`src/rtl/dfd_arb_pkg.sv`:
```
// Shared types and limits for the dfd_* function-call arbiter.
package dfd_arb_pkg;

  typedef enum logic [1:0] {
    ST_IDLE  = 2'd0,
    ST_CALL  = 2'd1,
    ST_DRAIN = 2'd2
  } arb_state_t;

  localparam int MAX_CALLERS = 8;
  // Grant indices are always sized for the largest supported caller count.
  localparam int GRANT_W = $clog2(MAX_CALLERS);

endpackage

```
`src/rtl/dfd_call_arbiter_rr_priority_pick.sv`:
```
// Round-robin pick: rotate requests so last_grant+1 sits at bit 0,
// fixed-priority encode, then rotate the winning position back.
module rr_priority_pick
  import dfd_arb_pkg::*;
#(
  parameter int NUM_CALLERS = 4
) (
  input  logic [NUM_CALLERS-1:0] req,
  input  logic [GRANT_W-1:0]     last_grant,
  output logic [GRANT_W-1:0]     grant_idx,
  output logic                   any_req
);

  logic [GRANT_W-1:0]     start_idx;
  logic [NUM_CALLERS-1:0] rot_req;
  logic [GRANT_W-1:0]     pos;
  logic [GRANT_W:0]       sum;

  always_comb begin
    start_idx = (last_grant >= GRANT_W'(NUM_CALLERS - 1)) ? '0 : last_grant + GRANT_W'(1);
    rot_req   = (req >> start_idx) | (req << (NUM_CALLERS - int'(start_idx)));

    pos = '0;
    for (int i = NUM_CALLERS - 1; i >= 0; i--) begin
      if (rot_req[i]) pos = GRANT_W'(i);
    end

    sum = {1'b0, start_idx} + {1'b0, pos};
    if (sum >= (GRANT_W + 1)'(NUM_CALLERS)) grant_idx = GRANT_W'(sum - (GRANT_W + 1)'(NUM_CALLERS));
    else                                    grant_idx = GRANT_W'(sum);

    any_req = |req;
  end

endmodule

```
`src/rtl/dfd_call_arbiter.sv`:
```
// Shares one dfd_* function core between several requesters: round-robin
// grant, argument latch, one-cycle result ack, optional call watchdog.
module dfd_call_arbiter
  import dfd_arb_pkg::*;
#(
  parameter int NUM_CALLERS    = 4,
  parameter int ARGS_WIDTH     = 16,
  parameter int RESULT_WIDTH   = 8,
  parameter int TIMEOUT_CYCLES = 0
) (
  input  logic                              CLOCK_50,
  input  logic                              reset,
  input  logic [NUM_CALLERS-1:0]            caller_req,
  input  logic [NUM_CALLERS*ARGS_WIDTH-1:0] caller_args,
  output logic [NUM_CALLERS-1:0]            caller_ack,
  output logic [RESULT_WIDTH-1:0]           caller_result,
  output logic                              caller_error,
  output logic                              busy,
  output logic                              fn_ready,
  output logic [ARGS_WIDTH-1:0]             fn_args,
  input  logic                              fn_done,
  input  logic [RESULT_WIDTH-1:0]           fn_result
);

  localparam int CNT_W = (TIMEOUT_CYCLES > 0) ? $clog2(TIMEOUT_CYCLES + 1) : 1;
  localparam logic [CNT_W-1:0] CNT_LAST = (TIMEOUT_CYCLES > 0) ? CNT_W'(TIMEOUT_CYCLES - 1) : '0;

  arb_state_t               state_reg;
  logic [GRANT_W-1:0]       grant_idx_reg;
  logic [GRANT_W-1:0]       last_grant_reg;
  logic [CNT_W-1:0]         cnt_reg;
  logic [NUM_CALLERS-1:0]   ack_reg;
  logic [RESULT_WIDTH-1:0]  result_reg;
  logic                     error_reg;
  logic                     busy_reg;
  logic                     fn_ready_reg;
  logic [ARGS_WIDTH-1:0]    fn_args_reg;

  logic [GRANT_W-1:0]       pick_idx;
  logic                     any_req;
  logic                     timeout_hit;

  // Padded to MAX_CALLERS so a GRANT_W-bit index always lands in range.
  logic [ARGS_WIDTH-1:0] args_arr [MAX_CALLERS];

  genvar gi;
  generate
    for (gi = 0; gi < MAX_CALLERS; gi++) begin : g_args
      if (gi < NUM_CALLERS) begin : g_used
        assign args_arr[gi] = caller_args[gi*ARGS_WIDTH +: ARGS_WIDTH];
      end else begin : g_pad
        assign args_arr[gi] = '0;
      end
    end
  endgenerate

  rr_priority_pick #(
    .NUM_CALLERS(NUM_CALLERS)
  ) u_pick (
    .req        (caller_req),
    .last_grant (last_grant_reg),
    .grant_idx  (pick_idx),
    .any_req    (any_req)
  );

  assign timeout_hit = (TIMEOUT_CYCLES > 0) && (cnt_reg == CNT_LAST);

  always_ff @(posedge CLOCK_50) begin
    if (reset) begin
      state_reg      <= ST_IDLE;
      grant_idx_reg  <= '0;
      last_grant_reg <= GRANT_W'(NUM_CALLERS - 1);
      cnt_reg        <= '0;
      ack_reg        <= '0;
      result_reg     <= '0;
      error_reg      <= 1'b0;
      busy_reg       <= 1'b0;
      fn_ready_reg   <= 1'b0;
      fn_args_reg    <= '0;
    end else begin
      case (state_reg)
        ST_IDLE: begin
          if (any_req) begin
            fn_args_reg   <= args_arr[pick_idx];
            grant_idx_reg <= pick_idx;
            fn_ready_reg  <= 1'b1;
            cnt_reg       <= '0;
            busy_reg      <= 1'b1;
            state_reg     <= ST_CALL;
          end
        end
        ST_CALL: begin
          // A real completion wins over a watchdog expiry on the same edge.
          if (fn_done) begin
            result_reg     <= fn_result;
            ack_reg        <= NUM_CALLERS'(1) << grant_idx_reg;
            error_reg      <= 1'b0;
            fn_ready_reg   <= 1'b0;
            last_grant_reg <= grant_idx_reg;
            state_reg      <= ST_DRAIN;
          end else if (timeout_hit) begin
            result_reg     <= '0;
            ack_reg        <= NUM_CALLERS'(1) << grant_idx_reg;
            error_reg      <= 1'b1;
            fn_ready_reg   <= 1'b0;
            last_grant_reg <= grant_idx_reg;
            state_reg      <= ST_DRAIN;
          end else begin
            cnt_reg <= cnt_reg + CNT_W'(1);
          end
        end
        ST_DRAIN: begin
          ack_reg   <= '0;
          error_reg <= 1'b0;
          if (!fn_done) begin
            busy_reg  <= 1'b0;
            state_reg <= ST_IDLE;
          end
        end
        default: begin
          busy_reg     <= 1'b0;
          fn_ready_reg <= 1'b0;
          ack_reg      <= '0;
          error_reg    <= 1'b0;
          state_reg    <= ST_IDLE;
        end
      endcase
    end
  end

  assign caller_ack    = ack_reg;
  assign caller_result = result_reg;
  assign caller_error  = error_reg;
  assign busy          = busy_reg;
  assign fn_ready      = fn_ready_reg;
  assign fn_args       = fn_args_reg;

endmodule
```
`config.mk`:
```
export PLATFORM = sky130hd
export DESIGN_NAME = dfd_call_arbiter
export DESIGN_NICKNAME = d
export VERILOG_FILES = /design/src/rtl/dfd_arb_pkg.sv /design/src/rtl/dfd_call_arbiter_rr_priority_pick.sv /design/src/rtl/dfd_call_arbiter.sv
export SDC_FILE = /design/constraint.sdc
export NUM_CORES = 1
export LEC_CHECK = 0
export BUFFER_PORTS_ARGS = -buffer_cell sky130_fd_sc_hd__buf_2
export CORE_MARGIN = 3
export CORE_UTILIZATION = 38
export DETAILED_ROUTE_END_ITERATION = 16
export PLACE_DENSITY_LB_ADDON = 0.15
export SYNTH_ARGS = -nofsm -noshare
export SYNTH_HDL_FRONTEND = slang
export SYNTH_SLANG_ARGS = --single-unit
```
`constraint.sdc`:
```
create_clock -name CLOCK_50 -period 6.42 [get_ports CLOCK_50]
set_input_delay 0.642 -clock CLOCK_50 [delete_from_list [all_inputs] [get_ports CLOCK_50]]
set_output_delay 0.642 -clock CLOCK_50 [all_outputs]
set_load 0.1 [all_outputs]
```
## Word level (Yosys, flattened, before mapping)

Cells that the tools add are included.

- Bitwise operators: 5
- $lt $le $gt $ge: 3
- Shifts and indexed selects: 3
- Muxes and demuxes: 21
- Equality and inequality tests: 5
- Reduce and logical (&&, ||, !) cells: 8
- Add/subtract/negate cells: 4

Operators by type and width:

| kind | number |
|---|---|
| $bmux W16 S3 | 1 |
| $mux W16 | 2 |
| $shl A4 B32 Y4 | 1 |
| $mux W2 | 7 |
| $reduce_and A3 Y1 | 3 |
| $pmux W4 S2 | 1 |
| $mux W3 | 2 |
| $ne A2 B2 Y1 const B | 3 |
| $pmux W1 S3 | 2 |
| $pmux W2 S3 | 1 |
| $reduce_and A2 Y1 | 3 |
| $add A3 B2 Y4 | 1 |
| $ge A4 B3 Y1 const B | 1 |
| $ge A4 B4 Y1 const B | 1 |
| $mux W4 | 1 |
| $not A3 Y4 | 1 |
| $or A4 B4 Y4 | 1 |
| $reduce_or A4 Y1 | 1 |
| $shl A1 B3 Y4 const A | 1 |
| $shr A4 B3 Y4 | 1 |
| $sub A3 B3 Y4 const A | 1 |
| $add A3 B1 Y3 const B | 1 |
| $ge A3 B2 Y1 const B | 1 |
| $mux W1 | 3 |
| 6 further kinds | 8 |

- Register bits after elaboration: 39
- Output and inout port bits: 31

## Longest topological paths before layout

- Depth in word-level cells: 16
- Gate-level depth with buffers: 19
- Depth with buffers taken out: 15

## Cells and area by module

From an unflattened synthesis, not the netlist that was laid out.

- Cell total of the unflattened synthesis: 196
- Area total of the unflattened synthesis: 2,114.5 um2

By module, submodules not included:

| module | cells each | area an instance (um2) | seq. area each (um2) | times used |
|---|---|---|---|---|
| dfd_call_arbiter | 147 | 1,729.2 | 760.7 | 1 |
| rr_priority_pick | 49 | 385.4 | 0.0 | 1 |

## Least setup slack after synthesis

OpenSTA, ideal clock, no wires.

- Path type: register to register
- Start point: register last_grant_reg[1]
- End point: register fn_args_reg[15], in the netlist fn_args[15]
- Cell stages (with the launch flop): 18
- Slack: 1.958 ns
- Data arrival time: 4.335 ns
- Setup time: 0.128 ns
- Cell sequence: dfxtp_1 > ha_1 > ha_1 > buf_6 > or3_1 > clkbuf_1 > ha_1 > o311ai_1 > o221ai_1 > a32oi_1 > or3b_1 > and3b_1 > fa_1 > clkbuf_1 > clkbuf_1 > mux4_2 > a22oi_1 > nor2_1

- Longest elaborated chain between the ends: 16
- Elaborated cells between the ends (all ways): 19
- Those cells by class: add/sub: 4; order compare: 2; shift: 2; mux: 9; bitwise: 2

RTL lines:

| what | RTL line | text |
|---|---|---|
| from (decl) | dfd_call_arbiter.sv:30 | `logic [GRANT_W-1:0] last_grant_reg;` |
| from (signal assigned) | dfd_call_arbiter.sv:72 | `last_grant_reg <= GRANT_W'(NUM_CALLERS - 1);` |
| from (signal assigned) | dfd_call_arbiter.sv:99 | `last_grant_reg <= grant_idx_reg;` |
| from (signal assigned) | dfd_call_arbiter.sv:106 | `last_grant_reg <= grant_idx_reg;` |
| $add A3 B1 Y3 / $ge A3 B2 Y1 (equally long branches) | dfd_call_arbiter_rr_priority_pick.sv:20 | `start_idx = (last_grant >= GRANT_W'(NUM_CALLERS - 1)) ? '0 : last_grant + GRANT_W'(1);` |
| $mux W3 (*) | dfd_call_arbiter_rr_priority_pick.sv:20 |  |
| $sub A3 B3 Y4 | dfd_call_arbiter_rr_priority_pick.sv:21 | `rot_req = (req >> start_idx) \| (req << (NUM_CALLERS - int'(start_idx)));` |
| $shl A4 B32 Y4 | dfd_call_arbiter_rr_priority_pick.sv:21 |  |
| $or A4 B4 Y4 | dfd_call_arbiter_rr_priority_pick.sv:21 |  |
| $mux W2 (4 in a row) | dfd_call_arbiter_rr_priority_pick.sv:25 | `if (rot_req[i]) pos = GRANT_W'(i);` |
| $add A3 B2 Y4 (*) | dfd_call_arbiter_rr_priority_pick.sv:28 | `sum = {1'b0, start_idx} + {1'b0, pos};` |
| $ge A4 B3 Y1 / $sub A3 B3 Y3 (equally long branches) | dfd_call_arbiter_rr_priority_pick.sv:29 | `if (sum >= (GRANT_W + 1)'(NUM_CALLERS)) grant_idx = GRANT_W'(sum - (GRANT_W + 1)'(NUM_CALLERS));` |
| $mux W3 (*) | dfd_call_arbiter_rr_priority_pick.sv:29 |  |
| named net pick_idx[1] | dfd_call_arbiter.sv:39 | `logic [GRANT_W-1:0] pick_idx;` |
| $not A3 Y4 (implied by the code) (*) | dfd_call_arbiter.sv:84 | `fn_args_reg <= args_arr[pick_idx];` |
| $bmux W16 S3 (*) | dfd_call_arbiter.sv:84 |  |
| $mux W16 (implied by the code) (*) (2 in a row) | dfd_call_arbiter.sv:84 |  |
| to (signal assigned) | dfd_call_arbiter.sv:84 |  |
| to (decl) | dfd_call_arbiter.sv:37 | `logic [ARGS_WIDTH-1:0] fn_args_reg;` |

The timed path passes the listed nets; every way through them passes the cells marked *. The select of a mux whose other input is x is not followed.
A chain may end at the register's enable or synchronous reset.

## Final worst setup path

- Start point: register last_grant_reg[2]
- End point: register fn_args_reg[2], in the netlist fn_args[2]

The elaborated chain is that of the path after synthesis.

==> run_results.csv <==
group,metric,value,unit
power_and_ir_drop,p_leak,1.287,nW
placement,place.port_buffers,108,
placement,place_congestion,0.9740,
cts,numCtsBuffers,5,
grt,grt_pass1_wl,8328,um
cts,root_buffer,"clkbuf_8",
floorplanning,dieHeight,81.91,um
power_and_ir_drop,power.density,295.0,nW/um^2
routing,routedWlPerCell,13.55,um
yosys,synth_top_area_share,0.3474,
yosys,synthArstFlopShare,0,
yosys,synth-seq-cells,38,
yosys,seq_area_frac_synth,0.3474,
routing,drcViolationCount,0,
critical_path,reg2reg_from,"last_grant_reg[2]",
yosys,syn_area,2190,um^2
floorplanning,fp-row-count,27,
critical_path,path_class,"reg -> reg",
final_layout,num-fill-cells,534,
critical_path,cp.required,6.57,ns
cts,cts_tree,"built",
final_layout,syn_to_final_growth,28.97,%
sta,whs,0.4524,ns
sta,rsz0062_at_grt,"no",
yosys,ys_top_cells_by_count,"dfxtp_1, nand2_1, nor2_1",
placement,place_hpwl,3980,um
sta,post-route-period-util,0.7514,
critical_path,worstSetupStartpointType,"register",
grt,first_global_vias,1822,
floorplanning,die_area,6709,um^2
yosys,netlist_instances,229,
cts,cts.path.max_buffers,2,
routing,drtAntennaViolNets,0,
critical_path,rr_endpoint,"fn_args[2]",
sta,slew_headroom,0.3578,
sta,setup-violations-final,0,
yosys,yosysMostFrequentCell,"dfxtp_1",
cts,clk_pin_slew,0.07,ns
yosys,synth_cell_type_count,50,
critical_path,startpoint,"last_grant_reg[2]",
routing,vias_per_cell,5.283,
cts,clock_sinks,38,
cts,worstSkewPairLatency,0.29,ns
critical_path,arrival,4.97,ns
floorplanning,fp.dieW,81.91,um
cts,cts_htree_levels,2,
critical_path,reg2reg_slack,1.60,ns
critical_path,path_max_fanout,17,
floorplanning,core_area,5540,um^2
yosys,synth_fp_nets,314,
job,cap_violations,0,
power_and_ir_drop,vdd_drop_max,113.1,uV
critical_path,cp-endpoint,"fn_args[2]",
sta,tightest_slew,0.9633,ns
sta,max_freq,207.3,MHz
grt,grt_usage,0.1605,
final_layout,n_antenna_cell,0,
sta,maxSlewViolCount,0,
sta,final.setup_skew,0.002440,ns
yosys,avgSynthCellArea,9.562,um^2
routing,dr.pass1.iters,4,
yosys,yosysWarnings,0,
floorplanning,io_pins,110,
floorplanning,initial_utilization,0.3952,
worst_hold_path,hold_path.class,"reg -> reg",
final_layout,post-route-cell-area,2824,um^2
routing,wirelength,5364,um
yosys,yosys-top-cells-area,"dfxtp_1, mux4_2, a22oi_1",
critical_path,reg2reg_depth,13,
sta,hold_viol,0,
final_layout,drive_above_1_share,0.4321,
grt,overflow,0,
yosys,synth-main-ff-cell,"dfxtp_1",
yosys,synth_edf_count,0,
yosys,yosys.area.top_type,"dfxtp_1",
routing,num_vias,2092,
cts,post_cts_resized,0,
routing,first_iter_violations,203,
final_layout,fin_nets,409,
cts,cts_hold_buffers,0,
grt,antenna_found_initial,0,
placement,place_area,2711,um^2
sta,fin_setup_tns,0,ns
outcome,outcome,"completed",
final_layout,largest_reg_flops,16,
cts,postCtsSetupRepairBufs,0,
sta,period_needed,4.824,ns
grt,grt_max_degree,39,
critical_path,crit_path_end_kind,"register",
==> cell usage in the layout (no fill, tap or decap), drive strengths merged, types with 2 or more instances in the layout <==
| cell type | n |
|---|---|
| buf | 108 |
| dfxtp | 38 |
| nand2 | 30 |
| nor2 | 25 |
| a22oi | 18 |
| mux4 | 16 |
| a21oi | 14 |
| inv | 7 |
| o21ai | 6 |
| clkbuf | 6 |
| ha | 5 |
| nor3 | 4 |
| or3 | 3 |
| a31oi | 3 |
| nor4 | 3 |
| nor4b | 2 |
| nor3b | 2 |
| nand3 | 2 |
| o221ai | 2 |
| a32oi | 2 |
| mux2i | 2 |
| nand3b | 2 |
| nor2b | 2 |
==> metal layers <==
layer  routed length (um)  track usage  vias to the layer above
met2                 2403       0.2528                      110
li1                     -            -                     1035
met3                  555      0.05263                        9
met5                    0            0                        -
met4                  125      0.06312                        0
met1                 2279       0.2024                      938
==> worst min path at each step <==
| stage | to | cells after the start | startpoint |
|---|---|---|---|
| CTS | caller_result[0] | 2 | caller_result[0] |
| finish | caller_result[1] | 2 | caller_result[1] |
| global placement | caller_result[0] | 2 | caller_result[0] |
| global route | caller_result[5] | 2 | caller_result[5] |
| detailed placement | caller_result[0] | 2 | caller_result[0] |
| floorplan | last_grant_reg[2] | 2 | grant_idx_reg[2] |
==> cell families (layout without fill, tap and decap cells) <==
| family | Yosys count | count (layout) | share of synthesized area |
|---|---|---|---|
| mux | 18 | 18 | 0.1737 |
| other cells | 1 | 1 | 0.001713 |
| compound gates | 57 | 57 | 0.1926 |
| buf+inv | 27 | 122 | 0.06171 |
| flops | 38 | 38 | 0.3474 |
| fa+ha+maj | 6 | 6 | 0.03771 |
| simple gates | 81 | 81 | 0.1811 |
| xor+xnor | 1 | 1 | 0.004001 |
==> per-stage QoR <==
stage	utilization	setup WS (ns)	power, mW	cells
floorplan	-	1.958	0.5704	229
global placement	0.4894	1.662	0.6306	389
detailed placement	0.4894	1.633	0.6325	389
CTS	0.5097	1.585	0.8426	396
global route	0.5097	1.160	0.8776	396
finish	0.5097	1.596	0.8330	396
==> where the power goes <==
group / internal, mW / total, mW / switching, mW
registers: 0.260 / 0.279 / 0.0189
logic: 0.110 / 0.348 / 0.238
clock network: 0.124 / 0.207 / 0.0823
==> critical path, stage by stage (launching register included) <==
cell and delay (ns):
dfxtp_1 0.62, inv_1 0.09, ha_1 0.36, or3_1 0.46, ha_1 0.39, o311ai_1 0.12, o221ai_1 0.16, a32oi_1 0.24
or3b_1 0.35, and3b_1 0.22, fa_1 1.01, mux4_2 0.41, a22oi_1 0.19, nor2_1 0.06
==> final cells by class <==
class	count	area (um^2)	share of cell area
tap	72	90.09	0.03190
timing repair buffer	108	540.5	0.1914
clock buffer	6	82.58	0.02924
inverter	7	26.28	0.009304
clock inverter	1	30.03	0.01063
multi-input combinational	164	1294	0.4581
sequential	38	760.7	0.2694
Power figures use the tool's default switching activity.
